--- config.mk ---
export PLATFORM = sky130hd
export DESIGN_NAME = seg_scan_drive
export DESIGN_NICKNAME = d
export VERILOG_FILES = /design/src/rtl/seg_scan_drive.sv
export SDC_FILE = /design/constraint.sdc
export NUM_CORES = 1
export LEC_CHECK = 0
export CORE_AREA = 2 2 102 104
export DETAILED_ROUTE_END_ITERATION = 6
export DIE_AREA = 0 0 104 106
export GPL_TIMING_DRIVEN = 1
export SLEW_MARGIN = 20
export SYNTH_ARGS = -nofsm -noshare
export SYNTH_HDL_FRONTEND = slang
export SYNTH_SLANG_ARGS = --single-unit
--- constraint.sdc ---
create_clock -name clk -period 8.6 [get_ports clk]
set_input_delay 1.72 -clock clk [delete_from_list [all_inputs] [get_ports clk]]
set_output_delay 1.72 -clock clk [all_outputs]
set_load 0.05 [all_outputs]
--- src/rtl/seg_scan_drive.sv ---
// Multiplexed common-anode seven-segment scanner with frame-synchronous update.
// Define SEG_LZB_EN to enable leading-zero blanking.
module seg_scan_drive #(
   parameter int DIGITS   = 6,
   parameter int SCAN_CNT = 50000
) (
   input  logic                  clk,
   input  logic                  rst,
   input  logic                  data_vld,
   input  logic [4*DIGITS-1:0]   display_data,
   input  logic [DIGITS-1:0]     dot_en,
   output logic [DIGITS-1:0]     sel,
   output logic [7:0]            seg,
   output logic                  frame_done
);

   localparam int IW = (DIGITS > 1) ? $clog2(DIGITS) : 1;
   localparam int CW = $clog2(SCAN_CNT);
   localparam int DW = 4 * DIGITS;

   logic [CW-1:0]     cnt_q, cnt_d;
   logic [IW-1:0]     idx_q, idx_d;
   logic [DW-1:0]     pend_data_q, pend_data_d;
   logic [DIGITS-1:0] pend_dot_q, pend_dot_d;
   logic [DW-1:0]     act_data_q, act_data_d;
   logic [DIGITS-1:0] act_dot_q, act_dot_d;
   logic              pend_flag_q, pend_flag_d;
   logic [DIGITS-1:0] sel_q, sel_d;
   logic [7:0]        seg_q, seg_d;
   logic              fd_q;

   logic              last_cnt, last_idx, wrap;
   logic [3:0]        cur_nib;
   logic              cur_dot, cur_blank;
   logic [DIGITS-1:0] blank;

   function automatic logic [6:0] glyph(input logic [3:0] v);
      logic [6:0] g;
      case (v)
         4'h0: g = 7'h40;
         4'h1: g = 7'h79;
         4'h2: g = 7'h24;
         4'h3: g = 7'h30;
         4'h4: g = 7'h19;
         4'h5: g = 7'h12;
         4'h6: g = 7'h02;
         4'h7: g = 7'h78;
         4'h8: g = 7'h00;
         4'h9: g = 7'h10;
         4'hA: g = 7'h08;
         4'hB: g = 7'h03;
         4'hC: g = 7'h46;
         4'hD: g = 7'h21;
         4'hE: g = 7'h06;
         4'hF: g = 7'h0E;
      endcase
      return g;
   endfunction

   assign last_cnt = (cnt_q == CW'(SCAN_CNT - 1));
   assign last_idx = (idx_q == IW'(DIGITS - 1));
   assign wrap     = last_cnt && last_idx;

   always_comb begin
      cnt_d = last_cnt ? '0 : cnt_q + 1'b1;
      idx_d = idx_q;
      if (last_cnt)
         idx_d = last_idx ? '0 : idx_q + 1'b1;
   end

   // Incoming data waits in pend_* until the frame wraps, so a frame never tears.
   always_comb begin
      pend_data_d = data_vld ? display_data : pend_data_q;
      pend_dot_d  = data_vld ? dot_en : pend_dot_q;
      act_data_d  = act_data_q;
      act_dot_d   = act_dot_q;
      pend_flag_d = pend_flag_q;
      if (wrap) begin
         pend_flag_d = 1'b0;
         if (data_vld) begin
            act_data_d = display_data;
            act_dot_d  = dot_en;
         end else if (pend_flag_q) begin
            act_data_d = pend_data_q;
            act_dot_d  = pend_dot_q;
         end
      end else if (data_vld) begin
         pend_flag_d = 1'b1;
      end
   end

`ifdef SEG_LZB_EN
   logic lead;
   always_comb begin
      lead  = 1'b1;
      blank = '0;
      for (int i = DIGITS - 1; i >= 1; i--) begin
         lead     = lead && (act_data_q[4*i +: 4] == 4'h0) && !act_dot_q[i];
         blank[i] = lead;
      end
   end
`else
   assign blank = '0;
`endif

   always_comb begin
      cur_nib   = '0;
      cur_dot   = 1'b0;
      cur_blank = 1'b0;
      for (int i = 0; i < DIGITS; i++) begin
         if (idx_q == IW'(i)) begin
            cur_nib   = act_data_q[4*i +: 4];
            cur_dot   = act_dot_q[i];
            cur_blank = blank[i];
         end
      end
   end

   assign sel_d = ~(DIGITS'(1) << idx_q);
   assign seg_d = cur_blank ? 8'hFF : {~cur_dot, glyph(cur_nib)};

   always_ff @(posedge clk) begin
      if (rst) begin
         cnt_q       <= '0;
         idx_q       <= '0;
         pend_data_q <= '0;
         pend_dot_q  <= '0;
         act_data_q  <= '0;
         act_dot_q   <= '0;
         pend_flag_q <= 1'b0;
         sel_q       <= '1;
         seg_q       <= 8'hFF;
         fd_q        <= 1'b0;
      end else begin
         cnt_q       <= cnt_d;
         idx_q       <= idx_d;
         pend_data_q <= pend_data_d;
         pend_dot_q  <= pend_dot_d;
         act_data_q  <= act_data_d;
         act_dot_q   <= act_dot_d;
         pend_flag_q <= pend_flag_d;
         sel_q       <= sel_d;
         seg_q       <= seg_d;
         fd_q        <= wrap;
      end
   end

   assign sel        = sel_q;
   assign seg        = seg_q;
   assign frame_done = fd_q;

endmodule

==> results of run 1 <==
-- worst paths after layout --
path | from | to | slack, ns | cells after the start
worst min-delay path | cnt_q[0] | cnt_q[0] | 0.46 | 1
worst max-delay path | idx_q[0] | seg[5] | 5.09 | 10
worst min register to register | cnt_q[0] | cnt_q[0] | 0.46 | 1
worst max register to register | idx_q[0] | seg[5] | 5.09 | 10
-- power by group through the flow --
stage / logic, mW / registers [mW] / clock network, mW
finish: 0.0565 / 0.454 / 0.272
global route: 0.0621 / 0.456 / 0.297
CTS: 0.0575 / 0.454 / 0.281
detailed placement: 0.0573 / 0.465 / 0
global placement: 0.0565 / 0.464 / 0
floorplan: 0.0274 / 0.470 / 0
-- registers in the layout, summed over array words and instances (netlist names), 3 cells and up --
register     count
pend_data_q     24
idx_q            3
act_dot_q        6
pend_dot_q       6
cnt_q           16
seg              8
sel              6
act_data_q      24
-- cell families after synthesis --
family | count (synthesis)
simple gates | 145
xor+xnor | 13
fa+ha+maj | 8
compound gates | 63
mux | 45
flops | 95
buf+inv | 39
-- layer usage --
layer	up-vias	share of wire, %	wire length (um)	global-route usage [%]
met5	-	0	0	0
met1	1276	50	3780	19.6
met4	0	2.0	152	8.20
li1	1477	-	-	-
met3	10	4.4	330	2.64
met2	55	43	3270	22.0
-- cell type report --
cell class / instances / area share (%)
Sequential cell: 95 / 41.7
Multi-Input combinational cell: 274 / 39.3
Timing Repair Buffer: 50 / 10.6
Tap cell: 136 / 3.73
Clock buffer: 10 / 2.80
Clock inverter: 6 / 1.10
Inverter: 10 / 0.823
-- through the flow --
step                      total power, mW  hold slack, ns
after floorplan                     0.498           0.418
after CTS                           0.793           0.462
final                               0.783           0.456
after detailed placement            0.522           0.447
after global placement              0.521           0.429
after global routing                0.815           0.491
-- critical path: cells and delay by family (launching register included) --
kind | cells | cell delay (ns)
AOI/OAI and AO/OA | 3 | 1.29
DFF | 1 | 0.81
adders and majority gates | 2 | 0.56
buffers and inverters | 3 | 0.46
and+or+nand+nor | 1 | 0.23
muxes | 1 | 0.06
-- synth_stat cells, drive strengths merged, types with 2 or more instances --
library cell,n
nor2b,2
a31oi,2
nand2,15
a221oi,2
dfxtp,95
nand3,6
or3b,2
o211ai,3
clkbuf,17
nor2,88
xnor2,6
mux2,2
a221o,3
and3,2
or3,5
ha,8
and2,2
nor3,5
nand3b,4
o21ai,7
mux2i,43
a211oi,30
nand2b,5
o21a,2
or4,4
xor2,7
nand4,3
buf,12
a21oi,6
inv,10
==> flow_summary.json, run 1 <==
{
  "viasPerCell": 4.85,
  "synthSimpleGateAreaFrac_pct": 17.3,
  "yosysTopAreaCell": "dfxtp_1",
  "status": "complete, no violations",
  "p_comb_share_pct": 7.2,
  "first_pass_iters": 4,
  "power.density_nw_per_um2": 172,
  "synth_top_family_by_area": "simple AND/OR/NAND/NOR gates",
  "initialDrtViolationCount": 97,
  "power.share.switching_pct": 25.0,
  "end_kind": "flop",
  "period_needed_ns": 3.51,
  "synth_area_sq_um": 3860,
  "synthArstFlopShare_pct": 0,
  "gr-total-overflow": 0,
  "layout-drive-gt1-share_pct": 5.84,
  "wirelength_um": 7540,
  "final_cell_mix": "dfxtp_1, nor2_1, clkdlybuf4s50_1",
  "worstMarginPinSlew_ns": 0.969,
  "wl_per_cell_um": 13.0,
  "cp_data_arrival_time_ns": 3.78,
  "worst_path_most_repeated_cell": "inv_1",
  "skew_ns": 0.0139,
  "fin_tns_setup_ns": 0,
  "num_io_pins": 48,
  "p_leak_nw": 1.67,
  "clock.fmax_mhz": 285,
  "final-setup-viol-count": 0,
  "synth_flop_cell": "dfxtp_1",
  "synth_compound_area_share_pct": 11.8,
  "dp_hpwl_um": 5090,
  "gr-usage-all-layers_pct": 14.5,
  "antenna_cells": 0,
  "max-slew-margin-rel_pct": 35.4,
  "final_common_cell": "dfxtp_1",
  "cp-start-kind": "flop",
  "clock_path_buffers": 2,
  "ff_latch_area_sq_um": 1900,
  "ys_seq_area_share_pct": 49.3,
  "synthTopCellsByArea": "dfxtp_1, mux2i_1, nor2_1",
  "numCtsBuffers": 9,
  "yosysWarnings": 0,
  "dp_cells": 565,
  "finalHoldViolCount": 0,
  "multiInputGateArea_sq_um": 1790,
  "cts_setup_buffers": 0,
  "seq_power_share_pct": 58.0,
  "crit_slowest_cell": "dfxtp_1",
  "tritoncts": "built",
  "grt_pass1_vias": 2712,
  "syn_to_final_growth_pct": 18.2,
  "hold_path.class": "reg2reg",
  "ir_drop_v": 0.0000868,
  "placed_area_sq_um": 4380,
  "synth_cell_types": 43,
  "grt_pass1_wl_um": 12800,
  "crit_type": "reg2reg",
  "synth_fa_ha_area_share_pct": 2.59,
  "synth-edff-count": 0,
  "synth_fp_nets": 449,
  "netlist_instances": 408,
  "ctsHoldBuffers": 0,
  "core-area_sq_um": 10000,
  "pwr-share-clk_pct": 34.7,
  "die_x_um": 104,
  "synthMuxAreaShare_pct": 11.7,
  "path_max_fanout": 18,
  "cts_sinks": 95,
  "die_area_sq_um": 11000,
  "path_cells": "and2_1, ha_1, inv_1, o21a_1, a221oi_1, inv_1, ha_1, inv_1, mux2i_1, a221o_1",
  "maxSlewViolCount": 0,
  "die_h_um": 106,
  "synth_xor_area_share_pct": 2.95,
  "final_cells": 581,
  "rows": 37,
  "synthDominantCellAreaShare_pct": 49.3,
  "place.port_buffers": 47,
  "fin_util_pct": 45.6,
  "period_share_pct": 40.8,
  "crit_path_max_incr_delay_ns": 0.81,
  "maxCapViolations": 0,
  "avgSynthCellArea_sq_um": 9.46,
  "htree_levels": 3,
  "drc": 0,
  "cts_resized": 0,
  "final_net_count": 481,
  "synth_seq_cells": 95,
  "setup_ws_ns": 5.09,
  "vias": 2818,
  "finish.instance_area_sq_um": 4560,
  "place_ws_ns": 4.77,
  "nFillCells": 998,
  "antenna_found_initial": 0,
  "rsz0062_at_grt": "no",
  "clock_latency_ns": 0.37,
  "ant_nets": 0,
  "floorplan.initialDensity_pct": 38.6,
  "grt_max_degree": 82,
  "internal-power_uw": 587,
  "switchingPower_uw": 195,
  "root_buffer": "clkbuf_8",
  "clkTransAtPathRegs_ns": 0.10,
  "place_congestion": 0.778,
  "required_ns": 8.87
}
Power figures use the tool's default switching activity.
==> run 2, diff against run 1 <==
==> constraint.sdc (replaced) <==
create_clock -name clk -period 3.1 [get_ports clk]
set_input_delay 0.62 -clock clk [delete_from_list [all_inputs] [get_ports clk]]
set_output_delay 0.62 -clock clk [all_outputs]
set_load 0.05 [all_outputs]
==> run 2 against run 1 <==
Routed wire length up 1.7%. Register-to-register slack worse by 4.7 ns. Die area stayed put. Sequential share of layout area down 0.69 points. Combinational power grew to 2.8 times the previous value. First-iteration DRC count grew 45%. Critical endpoint unchanged. Largest cell class unchanged.
==> flow_summary.json, run 2 (same netlist as run 1, synthesis figures left out) <==
{
  "drc": 0,
  "ant_nets": 0,
  "status": "complete, no violations",
  "worst_path_most_repeated_cell": "inv_1",
  "dp_hpwl_um": 5360,
  "wl_per_cell_um": 13.1,
  "p_leak_nw": 1.71,
  "viasPerCell": 4.90,
  "power.density_nw_per_um2": 482,
  "ctsHoldBuffers": 0,
  "vias": 2874,
  "end_kind": "flop",
  "required_ns": 3.35,
  "crit_slowest_cell": "a221oi_2",
  "path_cells": "inv_1, ha_1, inv_1, o211ai_1, a221oi_2, inv_1, ha_1, inv_1, mux2i_1, a221o_1",
  "die_h_um": 106,
  "wirelength_um": 7670,
  "finalHoldViolCount": 0,
  "layout-drive-gt1-share_pct": 7.11,
  "rrSetupSlack_ns": 0.43,
  "syn_to_final_growth_pct": 20.2,
  "die_x_um": 104,
  "root_buffer": "clkbuf_8",
  "grt_pass1_vias": 2774,
  "cts_sinks": 95,
  "cts_resized": 0,
  "gr-total-overflow": 0,
  "crit_type": "reg2reg",
  "reg2reg_to": "seg[5]",
  "num_io_pins": 48,
  "place.port_buffers": 47,
  "htree_levels": 3,
  "holdWs_ns": 0.454,
  "die_area_sq_um": 11000,
  "ff_latch_area_sq_um": 1900,
  "final_net_count": 486,
  "maxCapViolations": 0,
  "fin_tns_setup_ns": 0,
  "cts_setup_buffers": 0,
  "initialDrtViolationCount": 141,
  "final_common_cell": "dfxtp_1",
  "r2r_cells": 10,
  "rows": 37,
  "clock_path_buffers": 2,
  "first_pass_iters": 4,
  "grt_pass1_wl_um": 13400,
  "reg_top3": "act_data_q: 24 flops, pend_data_q: 24 flops, cnt_q: 16 flops",
  "setup_ws_ns": 0.428,
  "final-setup-viol-count": 0,
  "numCtsBuffers": 9,
  "hold_path.class": "reg2reg",
  "antenna_found_initial": 0,
  "worstMarginPinSlew_ns": 0.723,
  "nFillCells": 983,
  "cp_data_arrival_time_ns": 2.92,
  "core-area_sq_um": 10000,
  "path_max_fanout": 9,
  "max-slew-margin-rel_pct": 51.8,
  "skew_ns": 0.0143,
  "clkTransAtPathRegs_ns": 0.09,
  "tritoncts": "built",
  "period_needed_ns": 2.67,
  "floorplan.initialDensity_pct": 38.6,
  "setup.worst_path.start": "idx_q[2]",
  "rr_startpoint": "idx_q[2]",
  "multiInputGateArea_sq_um": 1800,
  "clock_latency_ns": 0.36,
  "place_congestion": 0.818,
  "crit_path_max_incr_delay_ns": 0.52,
  "antenna_cells": 0,
  "cp-start-kind": "flop",
  "rsz0062_at_grt": "no",
  "clock.fmax_mhz": 374,
  "gr-usage-all-layers_pct": 15.0,
  "period_share_pct": 86.2,
  "ir_drop_v": 0.000249,
  "maxSlewViolCount": 0,
  "final_cell_mix": "dfxtp_1, nor2_1, clkdlybuf4s50_1",
  "grt_max_degree": 45,
  "place_ws_ns": 0.431,
  "cp-endpoint": "seg[5]"
}
==> run 2: final cells by class <==
type	instances	share of cell area (%)
multi-input combinational	274	38.8
sequential	95	41.0
clock buffer	11	3.05
timing repair buffer	55	11.5
clock inverter	5	1.21
tap	136	3.67
inverter	10	0.809
==> run 2: layer usage <==
metal | track usage (%) | up-vias | share of wire, %
li1 | - | 1493 | -
met1 | 20.1 | 1320 | 49
met2 | 23.3 | 55 | 45
met3 | 3.56 | 6 | 4.1
met4 | 6.08 | 0 | 1.2
met5 | 0 | - | 0
==> run 2: worst min-delay path by stage <==
stage | startpoint | endpoint | slack, ns | cells after the start
2_1_floorplan | cnt_q[0] | cnt_q[0] | 0.42 | 1
3_3_place_gp | cnt_q[0] | cnt_q[0] | 0.43 | 1
3_5_place_dp | cnt_q[0] | cnt_q[0] | 0.44 | 1
4_1_cts | cnt_q[0] | cnt_q[0] | 0.45 | 1
5_1_grt | cnt_q[0] | cnt_q[0] | 0.47 | 1
6_report | cnt_q[0] | cnt_q[0] | 0.45 | 1
==> run 2: report_power, final <==
part,internal (mW),switching (mW)
registers,1.25,0.00919
logic,0.0741,0.0833
clock network,0.396,0.424
total,1.72,0.517
==> run 2: through the flow <==
stage / utilization (%) / std cells / power (mW) / instance area, sq um
2_1_floorplan: - / 408 / 1.38 / 3860
3_3_place_gp: 44.4 / 570 / 1.45 / 4440
3_5_place_dp: 44.4 / 570 / 1.45 / 4440
4_1_cts: 46.4 / 586 / 2.27 / 4640
5_1_grt: 46.4 / 586 / 2.33 / 4640
6_report: 46.4 / 586 / 2.24 / 4640
==> run 2: critical path: cells and delay by family (launching register included) <==
family	cells	cell delay [ns]
AO/OA/AOI/OAI	3	0.99
multiplexers	1	0.07
flip-flops	1	0.47
buffers and inverters	4	0.52
adder cells (fa/ha/maj)	2	0.52
==> run 3, diff against run 2 <==
--- a/config.mk
+++ b/config.mk
@@ -9,6 +9,8 @@
 export DETAILED_ROUTE_END_ITERATION = 6
 export DIE_AREA = 0 0 104 106
 export GPL_TIMING_DRIVEN = 1
+export HOLD_SLACK_MARGIN = 0.1
+export SKIP_CTS_REPAIR_TIMING = 1
 export SLEW_MARGIN = 20
 export SYNTH_ARGS = -nofsm -noshare
 export SYNTH_HDL_FRONTEND = slang
==> results of run 3 <==
Final layout, timing and power as in run 2 (identical DEF).
